$ cat src/rtl/card_mem_pkg.sv
// Shared constants for the card store and the arbiter state encoding.
package card_mem_pkg;

  localparam int unsigned ADDR_W       = 10;
  localparam int unsigned DATA_W       = 32;
  localparam int unsigned BLOCK_STRIDE = 32;
  localparam int unsigned ALLOC_BIT    = 31;

  typedef enum logic [1:0] {
    ARB_IDLE    = 2'd0,
    ARB_GRANTED = 2'd1,
    ARB_DRAIN   = 2'd2
  } arb_state_e;

endpackage

$ cat src/rtl/rr_picker.sv
// Round-robin picker: first set request at or after the pointer, wrapping.
module rr_picker #(
  parameter int unsigned N     = 4,
  parameter int unsigned PTR_W = (N > 1) ? $clog2(N) : 1
) (
  input  logic [N-1:0]     req,
  input  logic [PTR_W-1:0] pointer,
  output logic             valid,
  output logic [PTR_W-1:0] index
);

  always_comb begin
    valid = 1'b0;
    index = '0;
    // Scan from the farthest offset down so the nearest match wins.
    for (int i = int'(N) - 1; i >= 0; i--) begin
      if (req[(int'(pointer) + i) % int'(N)]) begin
        valid = 1'b1;
        index = PTR_W'((int'(pointer) + i) % int'(N));
      end
    end
  end

endmodule

$ cat src/rtl/ram_arbiter.sv
// Round-robin arbiter sharing the single-port card RAM between list engines,
// with a hold watchdog that revokes long-held grants.
module ram_arbiter #(
  parameter int unsigned NUM_REQ  = 4,
  parameter int unsigned ADDR_W   = card_mem_pkg::ADDR_W,
  parameter int unsigned DATA_W   = card_mem_pkg::DATA_W,
  parameter int unsigned MAX_HOLD = 1023
) (
  input  logic                        clock,
  input  logic                        reset,
  input  logic [NUM_REQ-1:0]          req,
  input  logic [NUM_REQ-1:0]          rel,
  output logic [NUM_REQ-1:0]          gnt,
  input  logic [NUM_REQ*ADDR_W-1:0]   m_addr,
  input  logic [NUM_REQ*DATA_W-1:0]   m_data,
  input  logic [NUM_REQ-1:0]          m_wren,
  output logic [DATA_W-1:0]           rd_data,
  output logic [ADDR_W-1:0]           ram_address,
  output logic [DATA_W-1:0]           ram_data,
  output logic                        ram_wren,
  input  logic [DATA_W-1:0]           ram_q,
  output logic                        busy,
  output logic [2:0]                  owner,
  output logic                        timeout
);

  import card_mem_pkg::*;

  localparam int unsigned PTR_W     = (NUM_REQ > 1) ? $clog2(NUM_REQ) : 1;
  localparam int unsigned HOLD_W    = (MAX_HOLD > 1) ? $clog2(MAX_HOLD) : 1;
  localparam int unsigned HOLD_LAST = (MAX_HOLD == 0) ? 0 : MAX_HOLD - 1;

  arb_state_e         state;
  logic [PTR_W-1:0]   rr_ptr;
  logic [PTR_W-1:0]   owner_idx;
  logic [HOLD_W-1:0]  hold_cnt;
  logic               pick_valid;
  logic [PTR_W-1:0]   pick_idx;
  logic               owner_rel;
  logic               owner_req;
  logic               wd_hit;

  rr_picker #(
    .N     (NUM_REQ),
    .PTR_W (PTR_W)
  ) u_picker (
    .req     (req),
    .pointer (rr_ptr),
    .valid   (pick_valid),
    .index   (pick_idx)
  );

  assign owner_rel = rel[owner_idx];
  assign owner_req = req[owner_idx];
  assign wd_hit    = (MAX_HOLD != 0) && (hold_cnt == HOLD_W'(HOLD_LAST));
  assign owner     = 3'(owner_idx);
  assign rd_data   = ram_q;

  // RAM port follows the owner only while the grant is live; zero otherwise.
  always_comb begin
    ram_address = '0;
    ram_data    = '0;
    ram_wren    = 1'b0;
    if (state == ARB_GRANTED) begin
      ram_address = m_addr[int'(owner_idx) * ADDR_W +: ADDR_W];
      ram_data    = m_data[int'(owner_idx) * DATA_W +: DATA_W];
      ram_wren    = m_wren[owner_idx] & gnt[owner_idx];
    end
  end

  always_ff @(posedge clock or posedge reset) begin
    if (reset) begin
      state     <= ARB_IDLE;
      rr_ptr    <= '0;
      owner_idx <= '0;
      hold_cnt  <= '0;
      gnt       <= '0;
      busy      <= 1'b0;
      timeout   <= 1'b0;
    end else begin
      timeout <= 1'b0;
      case (state)
        ARB_IDLE: begin
          if (pick_valid) begin
            state     <= ARB_GRANTED;
            owner_idx <= pick_idx;
            gnt       <= NUM_REQ'(1) << pick_idx;
            hold_cnt  <= '0;
            busy      <= 1'b1;
          end
        end
        ARB_GRANTED: begin
          hold_cnt <= hold_cnt + HOLD_W'(1);
          // An explicit or implicit release masks a coincident watchdog hit.
          if (owner_rel || !owner_req) begin
            state <= ARB_DRAIN;
            gnt   <= '0;
          end else if (wd_hit) begin
            state   <= ARB_DRAIN;
            gnt     <= '0;
            timeout <= 1'b1;
          end
        end
        ARB_DRAIN: begin
          state  <= ARB_IDLE;
          busy   <= 1'b0;
          rr_ptr <= (owner_idx == PTR_W'(NUM_REQ - 1)) ? '0 : owner_idx + PTR_W'(1);
        end
        default: begin
          state <= ARB_IDLE;
          gnt   <= '0;
          busy  <= 1'b0;
        end
      endcase
    end
  end

endmodule

$ cat config.mk
export PLATFORM = sky130hd
export DESIGN_NAME = ram_arbiter
export DESIGN_NICKNAME = d
export VERILOG_FILES = /design/src/rtl/card_mem_pkg.sv /design/src/rtl/rr_picker.sv /design/src/rtl/ram_arbiter.sv
export SDC_FILE = /design/constraint.sdc
export NUM_CORES = 1
export LEC_CHECK = 0
export CORE_AREA = 2 2 115 117
export CTS_BUF_LIST = sky130_fd_sc_hd__clkbuf_2 sky130_fd_sc_hd__clkbuf_4 sky130_fd_sc_hd__clkbuf_8
export DETAILED_ROUTE_END_ITERATION = 12
export DIE_AREA = 0 0 117 119
export PLACE_DENSITY = 0.67
export SYNTH_ARGS = -nofsm -noshare
export SYNTH_HDL_FRONTEND = slang
export SYNTH_SLANG_ARGS = --single-unit
$ cat constraint.sdc
create_clock -name clock -period 4.5 [get_ports clock]
set_clock_uncertainty 0.1 [all_clocks]
set_input_delay 0.9 -clock clock [delete_from_list [all_inputs] [get_ports clock]]
set_output_delay 0.9 -clock clock [all_outputs]
set_load 0.03 [all_outputs]
; ---- Word level (Yosys, flattened, before mapping)
; Index checks and enable logic that the tools add are counted.
[totals]
output_inout_bits = 84
register_bits = 22
in_bits = 214
[classes]
n_bitwise = 6
shifts = 3
add_sub_neg = 5
n_mul = 1
n_lt_le_gt_ge = 5
n_mux = 46
n_eq_ne = 6
reduce_logical = 12
[ops]
columns = op, count
row1 = indexed part select 128 x 8 -> 32 bit, 1
row2 = indexed part select 40 x 7 -> 10 bit, 1
row3 = two-way mux 32 bit, 1
row4 = two-way mux 1 bit, 20
row5 = two-way mux 10 bit, 2
row6 = case mux 10 bit (2 select lines), 1
row7 = binary-select mux 1 bit (select 2 bit), 8
row8 = two-way mux 2 bit, 8
row9 = less-than comparator 3 x 4 -> 1 bit (second input constant), 3
row10 = two-way mux 4 bit, 3
row11 = case mux 4 bit (3 select lines), 1
row12 = adder 10 x 1 -> 10 bit (second input constant), 1
row13 = equality test 10 bit (second input constant), 1
row14 = AND reduction 2 bit, 4
row15 = less-than comparator 2 x 3 -> 1 bit (second input constant), 2
row16 = OR reduction 2 bit, 3
row17 = multiplier 2 x 3 -> 5 bit (second input constant), 1
row18 = adder 2 x 1 -> 2 bit (second input constant), 2
row19 = adder 2 bit (second input constant), 2
row20 = equality test 2 bit (second input constant), 2
row21 = case mux 2 bit (2 select lines), 1
row22 = << shifter 1 x 2 -> 4 bit (first input constant), 1
row23 = bitwise AND 1 bit (first input constant), 3
row24 = inequality test 3 x 2 -> 1 bit (second input constant), 1
row25 = other kinds (10), 11

; ---- Logic depth before layout (Yosys ltp)
; Gate-level depths: netlist (run 1).
[depth]
ltp_word = 13
depth_mapped = 6

; ---- Modules after synthesis
; Synthesis (run 1) repeated with hierarchy kept, for this count alone.
[hier_totals]
hier_cells = 259
area_unflattened_um2 = 2741.4
[modules_own_cells]
columns = module, seq_area_each_um2, instances, cells_per_inst, area_per_inst_um2
row1 = ram_arbiter, 550.5, 1, 246, 2663.8
row2 = rr_picker, 0.0, 1, 13, 77.6

; ---- Worst setup path before layout (run 1)
; OpenSTA, ideal clock, no wires.
[synth_path]
kind = register -> output
start = register owner_idx[0]
end = output ram_data[10]
n_path_buf = 3
arrival_time_ps = 1881
stages_incl_launch_ff = 6
path_slack_ps = 1619
path_cell_list = dfrtp_1 > clkbuf_1 > buf_4 > buf_6 > mux4_2 > and2_1
[synth_via]
elab_chain_cells = 2
[synth_lines]
columns = item, line
row1 = "start, declared", ram_arbiter.sv:35  ; logic [PTR_W-1:0] owner_idx;
row2 = "start signal, assigned", ram_arbiter.sv:86  ; owner_idx <= pick_idx;
row3 = indexed part select 128 x 8 -> 32 bit, ram_arbiter.sv:66  ; ram_data = m_data[int'(owner_idx) * DATA_W +: DATA_W];
row4 = two-way mux 32 bit, ram_arbiter.sv:64  ; if (state == ARB_GRANTED) begin
row5 = "end, declared", ram_arbiter.sv:19  ; output logic [DATA_W-1:0] ram_data,
; Every way passes these cells.

; ---- Worst setup path after layout (run 1)
[layout_path]
start = register owner_idx[0]
end = output ram_data[11]
; The elaborated chain is that of the path after synthesis.

==> results of run 1 <==
[synth_stat cells (2+ instances only)]
library cell | number | area share (%)
and2_1 | 43 | 9.9
mux4_2 | 43 | 36
buf_4 | 34 | 9.4
dfrtp_1 | 22 | 20
nand2_1 | 15 | 2.1
clkbuf_1 | 9 | 1.2
inv_1 | 9 | 1.2
nor2_1 | 8 | 1.1
o21ai_0 | 7 | 1.3
a21oi_1 | 5 | 0.92
xor2_1 | 5 | 1.6
buf_2 | 4 | 0.74
nand3_1 | 4 | 0.74
nand4_1 | 4 | 0.92
nor2b_1 | 4 | 0.92
ha_1 | 3 | 1.4
o22ai_1 | 3 | 0.69
or3_1 | 3 | 0.69
and3_1 | 2 | 0.46
buf_1 | 2 | 0.28
buf_6 | 2 | 0.83
o211ai_1 | 2 | 0.55
o2bb2ai_1 | 2 | 0.65
o32ai_1 | 2 | 0.65
[through the flow]
| step | setup slack (ns) | util [%] | power [mW] | hold slack [ns] | instances |
|---|---|---|---|---|---|
| finish | 0.804 | 39.2 | 2.47 | 0.438 | 621 |
| global route | 0.644 | 39.2 | 2.62 | 0.486 | 621 |
| CTS | 0.733 | 39.2 | 2.50 | 0.447 | 621 |
| detailed placement | 0.859 | 38.7 | 2.30 | 0.427 | 617 |
| global placement | 0.842 | 38.7 | 2.29 | 0.408 | 617 |
| floorplan | 1.62 | - | 1.59 | 0.370 | 255 |
[routing by layer]
layer	vias to the layer above	track usage [%]	share of wire, %
li1	1288	-	-
met1	1395	19.7	41
met2	151	27.2	48
met3	10	3.41	10
met4	0	3.09	1.1
met5	-	0	0
[flip-flops by register name, summed over array words and instances, names as in the netlist]
name       cells
state          2
busy           1
rr_ptr         2
hold_cnt      10
gnt            4
timeout        1
owner_idx      2
[worst max-delay path by stage]
stage               depth (start not counted)      endpoint         start
floorplan                                   5  ram_data[10]  owner_idx[0]
global placement                            4   ram_data[7]     m_data[7]
detailed placement                          4   ram_data[7]     m_data[7]
CTS                                         4  ram_data[11]  owner_idx[0]
global route                                4  ram_data[22]  owner_idx[0]
finish                                      4  ram_data[11]  owner_idx[0]
[cell families after synthesis]
| group | Yosys count |
|---|---|
| XOR/XNOR | 5 |
| buffers and inverters | 60 |
| adder cells (fa/ha/maj) | 3 |
| multiplexers | 45 |
| AO/OA/AOI/OAI | 28 |
| flip-flops | 22 |
| AND/OR/NAND/NOR | 91 |
| other | 1 |
[worst max-delay path, cell delays in order, from the launching register on]
cell and delay, ns:
dfrtp_4 0.80, buf_4 0.30, mux4_2 0.52, and2_1 0.17, clkdlybuf4s50_1 0.63
[power groups by stage]
stage	Combinational [mW]	Clock, mW	Sequential [mW]
after global placement	1.87	0	0.416
after CTS	1.89	0.188	0.419
after floorplan	1.25	0	0.342
final	1.87	0.185	0.412
after global routing	1.99	0.197	0.439
after detailed placement	1.88	0	0.423
[cell type report]
cell class | instances | area (µm²)
fill | 1250 | 7820
timing repair buffer | 237 | 2370
multi-input combinational | 173 | 1800
sequential | 22 | 556
tap | 176 | 220
clock buffer | 3 | 41.3
inverter | 9 | 33.8
clock inverter | 1 | 30.0
==> impl_metrics.env, run 1 <==
export IMPL_status="complete, no violations"
export IMPL_layout_nets=663
export IMPL_setup_viol=0
export IMPL_synth_xor_area_share_pct=1.61
export IMPL_seqPwrFrac_pct=16.7
export IMPL_synth_seq_cells=22
export IMPL_fin_crit_sh_pct=82.1
export IMPL_power_switching_mw=1.13
export IMPL_synth_edf_count=0
export IMPL_layout_common_cells="clkdlybuf4s50_1, and2_1, mux4_2, dfrtp_1, nand2_1"
export IMPL_grt_pass1_wl_um=16800
export IMPL_cts_root_buf="clkbuf_8"
export IMPL_reg2reg_to="gnt[0]"
export IMPL_grt_max_degree=34
export IMPL_place_congestion=0.903
export IMPL_crit_path_end_kind="output port"
export IMPL_stdcell_area_um2=5050
export IMPL_place_hpwl_um=9320
export IMPL_syn_mean_instance_area_um2=10.6
export IMPL_p_clk_share_pct=7.5
export IMPL_place_area_um2=4980
export IMPL_rsz0062_at_grt="false"
export IMPL_dieArea_um2=13900
export IMPL_layout_commonest_cell="clkdlybuf4s50_1"
export IMPL_clkSlewWorstSetupHoldPaths_ns=0.08
export IMPL_cap_violations=0
export IMPL_relSlewSlack_pct=42.4
export IMPL_grt_overflow_total=0
export IMPL_htreeDepth=1
export IMPL_initial_core_util_pct=21.1
export IMPL_fin_tns_setup_ns=0
export IMPL_antenna_cells=0
export IMPL_synth_area_mux_share_pct=36.5
export IMPL_synth_top_family_by_area="multiplexers"
export IMPL_synth_compound_area_share_pct=7.19
export IMPL_r2r_start="owner_idx[0]"
export IMPL_routedWlPerCell_um=18.3
export IMPL_syn_nets=472
export IMPL_postRouteAntennaNets=0
export IMPL_maxSlewViolCount=0
export IMPL_final_layout_size_suffix_gt1_share_pct=13.7
export IMPL_startpoint_type="flop"
export IMPL_powerDensity_nw_per_um2=488
export IMPL_drc=0
export IMPL_tightest_slew_ns=0.863
export IMPL_synth_ff_type="dfrtp_1"
export IMPL_fin_crit_ns=3.70
export IMPL_holdPathStages=2
export IMPL_p_int_mw=1.33
export IMPL_synthArstFlopShare_pct=100
export IMPL_grtUsageTotal_pct=15.6
export IMPL_rows=42
export IMPL_switching_share_pct=46.0
export IMPL_critPathRequiredTime_ns=3.50
export IMPL_cts_tree="built"
export IMPL_critical_path_class="flop to output port"
export IMPL_clockBufferDepth=2
export IMPL_hp_class="flop to flop"
export IMPL_hold_start="rr_ptr[0]"
export IMPL_drt_iter0_drc=118
export IMPL_crit_fanout=33
export IMPL_min_to="rr_ptr[0]"
export IMPL_numCtsBuffers=3
export IMPL_port_buffers=232
export IMPL_first_global_vias=3110
export IMPL_finalHoldViolations=0
export IMPL_ios=298
export IMPL_ys_seq_area_share_pct=20.3
export IMPL_clock_latency_ns=0.26
export IMPL_p_leak_nw=1.84
export IMPL_syn_inst=255
export IMPL_cp_arrival_ns=2.70
export IMPL_max_freq_ghz=0.271
export IMPL_ys_warn_count=0
export IMPL_core_area_um2=12900
export IMPL_via_count=2844
export IMPL_synth_cell_types=42
export IMPL_via_per_inst=4.58
export IMPL_synthAdderAreaFrac_pct=1.38
export IMPL_cts_setup_buffers=0
export IMPL_cts_resized=0
export IMPL_area_growth_pct=86.1
export IMPL_combPwrFrac_pct=75.8
export IMPL_dr_pass1_iters=4
export IMPL_clkSinkCount=22
export IMPL_netlist_area_um2=2710
export IMPL_fp_dieW_um=117
export IMPL_ctsHoldBuffers=0
export IMPL_reg2reg_depth=3
export IMPL_ir_drop_mv=0.239
export IMPL_antenna_found_initial=0
export IMPL_die_h_um=119
export IMPL_wl_um=11400
export IMPL_synth_simple_area_share_pct=19.2
export IMPL_r2r_slack_ns=2.34
Power figures use the tool's default switching activity.
==> inputs of run 2 (changes only) <==
- CORE_AREA: 2 2 115 117 -> 2 2 116 118
- DIE_AREA: 0 0 117 119 -> 0 0 118 120
- PLACE_DENSITY: 0.67 -> 0.66
- clock period: 4.5 -> 3.69 ns (I/O delays scaled with it)
==> impl_metrics.env, run 2 (synthesis gave the netlist of run 1 again) <==
export IMPL_grtUsageMet3_pct=4.09
export IMPL_rows=42
export IMPL_htreeDepth=1
export IMPL_critPathRequiredTime_ns=2.85
export IMPL_crit_path_end_kind="output port"
export IMPL_reg2reg_to="gnt[0]"
export IMPL_clockBufferDepth=2
export IMPL_maxSlewViolCount=0
export IMPL_layout_commonest_cell="clkdlybuf4s50_1"
export IMPL_reg2reg_depth=4
export IMPL_fin_tns_setup_ns=0
export IMPL_drt_iter0_drc=72
export IMPL_cts_tree="built"
export IMPL_status="complete, no violations"
export IMPL_dieArea_um2=14200
export IMPL_drc=0
export IMPL_p_leak_nw=1.83
export IMPL_antenna_cells=0
export IMPL_grt_max_degree=49
export IMPL_cap_violations=0
export IMPL_critPathLaunch="m_addr[20]"
export IMPL_via_per_inst=4.63
export IMPL_first_global_vias=3142
export IMPL_grt_overflow_total=0
export IMPL_clkSlewWorstSetupHoldPaths_ns=0.08
export IMPL_initial_core_util_pct=20.9
export IMPL_cts_setup_buffers=0
export IMPL_ios=298
export IMPL_place_hpwl_um=9030
export IMPL_ctsHoldBuffers=0
export IMPL_layout_nets=662
export IMPL_core_area_um2=13000
export IMPL_place_congestion=0.792
export IMPL_antenna_found_initial=0
export IMPL_final_layout_size_suffix_gt1_share_pct=13.5
export IMPL_startpoint_type="primary input"
export IMPL_reg_top3="hold_cnt: 10 flops, gnt: 4 flops"
export IMPL_port_buffers=232
export IMPL_rsz0062_at_grt="false"
export IMPL_clkSinkCount=22
export IMPL_cp_arrival_ns=2.45
export IMPL_holdPathStages=2
export IMPL_area_growth_pct=85.8
export IMPL_routedWlPerCell_um=17.5
export IMPL_die_h_um=120
export IMPL_grtUsageTotal_pct=15.0
export IMPL_largest_register="hold_cnt"
export IMPL_finalHoldViolations=0
export IMPL_layout_common_cells="clkdlybuf4s50_1, and2_1, mux4_2, dfrtp_1, nand2_1"
export IMPL_min_to="rr_ptr[0]"
export IMPL_clock_latency_ns=0.26
export IMPL_powerDensity_nw_per_um2=582
export IMPL_grt_busiest_layer="met2"
export IMPL_timing_hold_ws_ns=0.429
export IMPL_largest_reg_flops=10
export IMPL_r2r_start="owner_idx[0]"
export IMPL_r2r_slack_ns=1.55
export IMPL_critical_path_class="primary input to output port"
export IMPL_fin_crit_ns=3.28
export IMPL_cts_resized=0
export IMPL_tightest_slew_ns=0.833
export IMPL_grt_util_met2_pct=27.4
export IMPL_p_total_mw=2.93
export IMPL_fin_crit_sh_pct=89.0
export IMPL_cts_root_buf="clkbuf_8"
export IMPL_setup_viol=0
export IMPL_postRouteAntennaNets=0
export IMPL_max_freq_ghz=0.305
export IMPL_grt_pass1_wl_um=17000
export IMPL_wl_um=10900
export IMPL_relSlewSlack_pct=44.4
export IMPL_fp_dieW_um=118
export IMPL_via_count=2871
export IMPL_dr_pass1_iters=4
export IMPL_numCtsBuffers=3
export IMPL_hold_start="rr_ptr[0]"
export IMPL_hp_class="flop to flop"
export IMPL_grtUsageMet1_pct=17.9
export IMPL_ir_drop_mv=0.263
export IMPL_crit_fanout=1
run 2: cell count changes in the layout (fill, tap and decap cells not counted):
cell       before  now
nor2b_4         1    0
buf_12          1    3
nor2b_2         1    2
bufinv_16       1    0
buf_4           4    1
clkbuf_4        0    1
run 2: power breakdown:
group	internal, mW	total (mW)	leakage (nW)	switching (mW)
Sequential	0.310	0.444	0.287	0.134
Combinational	1.19	2.33	1.52	1.14
Clock	0.0842	0.159	0.0262	0.0743
run 2: critical path, stage by stage:
cell and delay [ns]:
clkdlybuf4s50_1 0.48, mux4_2 0.47, and2_1 0.16, clkdlybuf4s50_1 0.59
run 2: area by class of cell:
cell class,count,area (µm²)
clock buffers,4,48.8
fillers,1296,7940
inverters,9,33.8
flip-flops and latches,22,556
multi-input cells,173,1790
repair buffers,236,2390
well taps,176,220
run 2: metal layers:
metal | wire [µm] | share of wire, % | vias up
met5 | 0 | 0 | -
met4 | 65 | 0.60 | 0
met3 | 779 | 7.2 | 6
met2 | 5680 | 52 | 135
met1 | 4340 | 40 | 1442
li1 | - | - | 1288
run 2: per-stage QoR:
stage	util, %	cells	worst slack (ns)	instance area (µm²)
after floorplan	-	255	0.971	2710
after global placement	38.5	616	0.399	4990
after detailed placement	38.5	616	0.420	4990
after CTS	38.8	620	0.368	5040
after global routing	38.8	620	0.291	5040
final	38.8	620	0.406	5040
run 2: how the worst max path moves through the flow:
| stage | cells after the start | endpoint | slack [ns] |
|---|---|---|---|
| final | 4 | ram_address[0] | 0.41 |
| after global routing | 4 | ram_data[12] | 0.29 |
| after CTS | 4 | ram_data[12] | 0.37 |
| after detailed placement | 4 | ram_data[31] | 0.42 |
| after global placement | 4 | ram_data[4] | 0.40 |
| after floorplan | 5 | ram_data[10] | 0.97 |
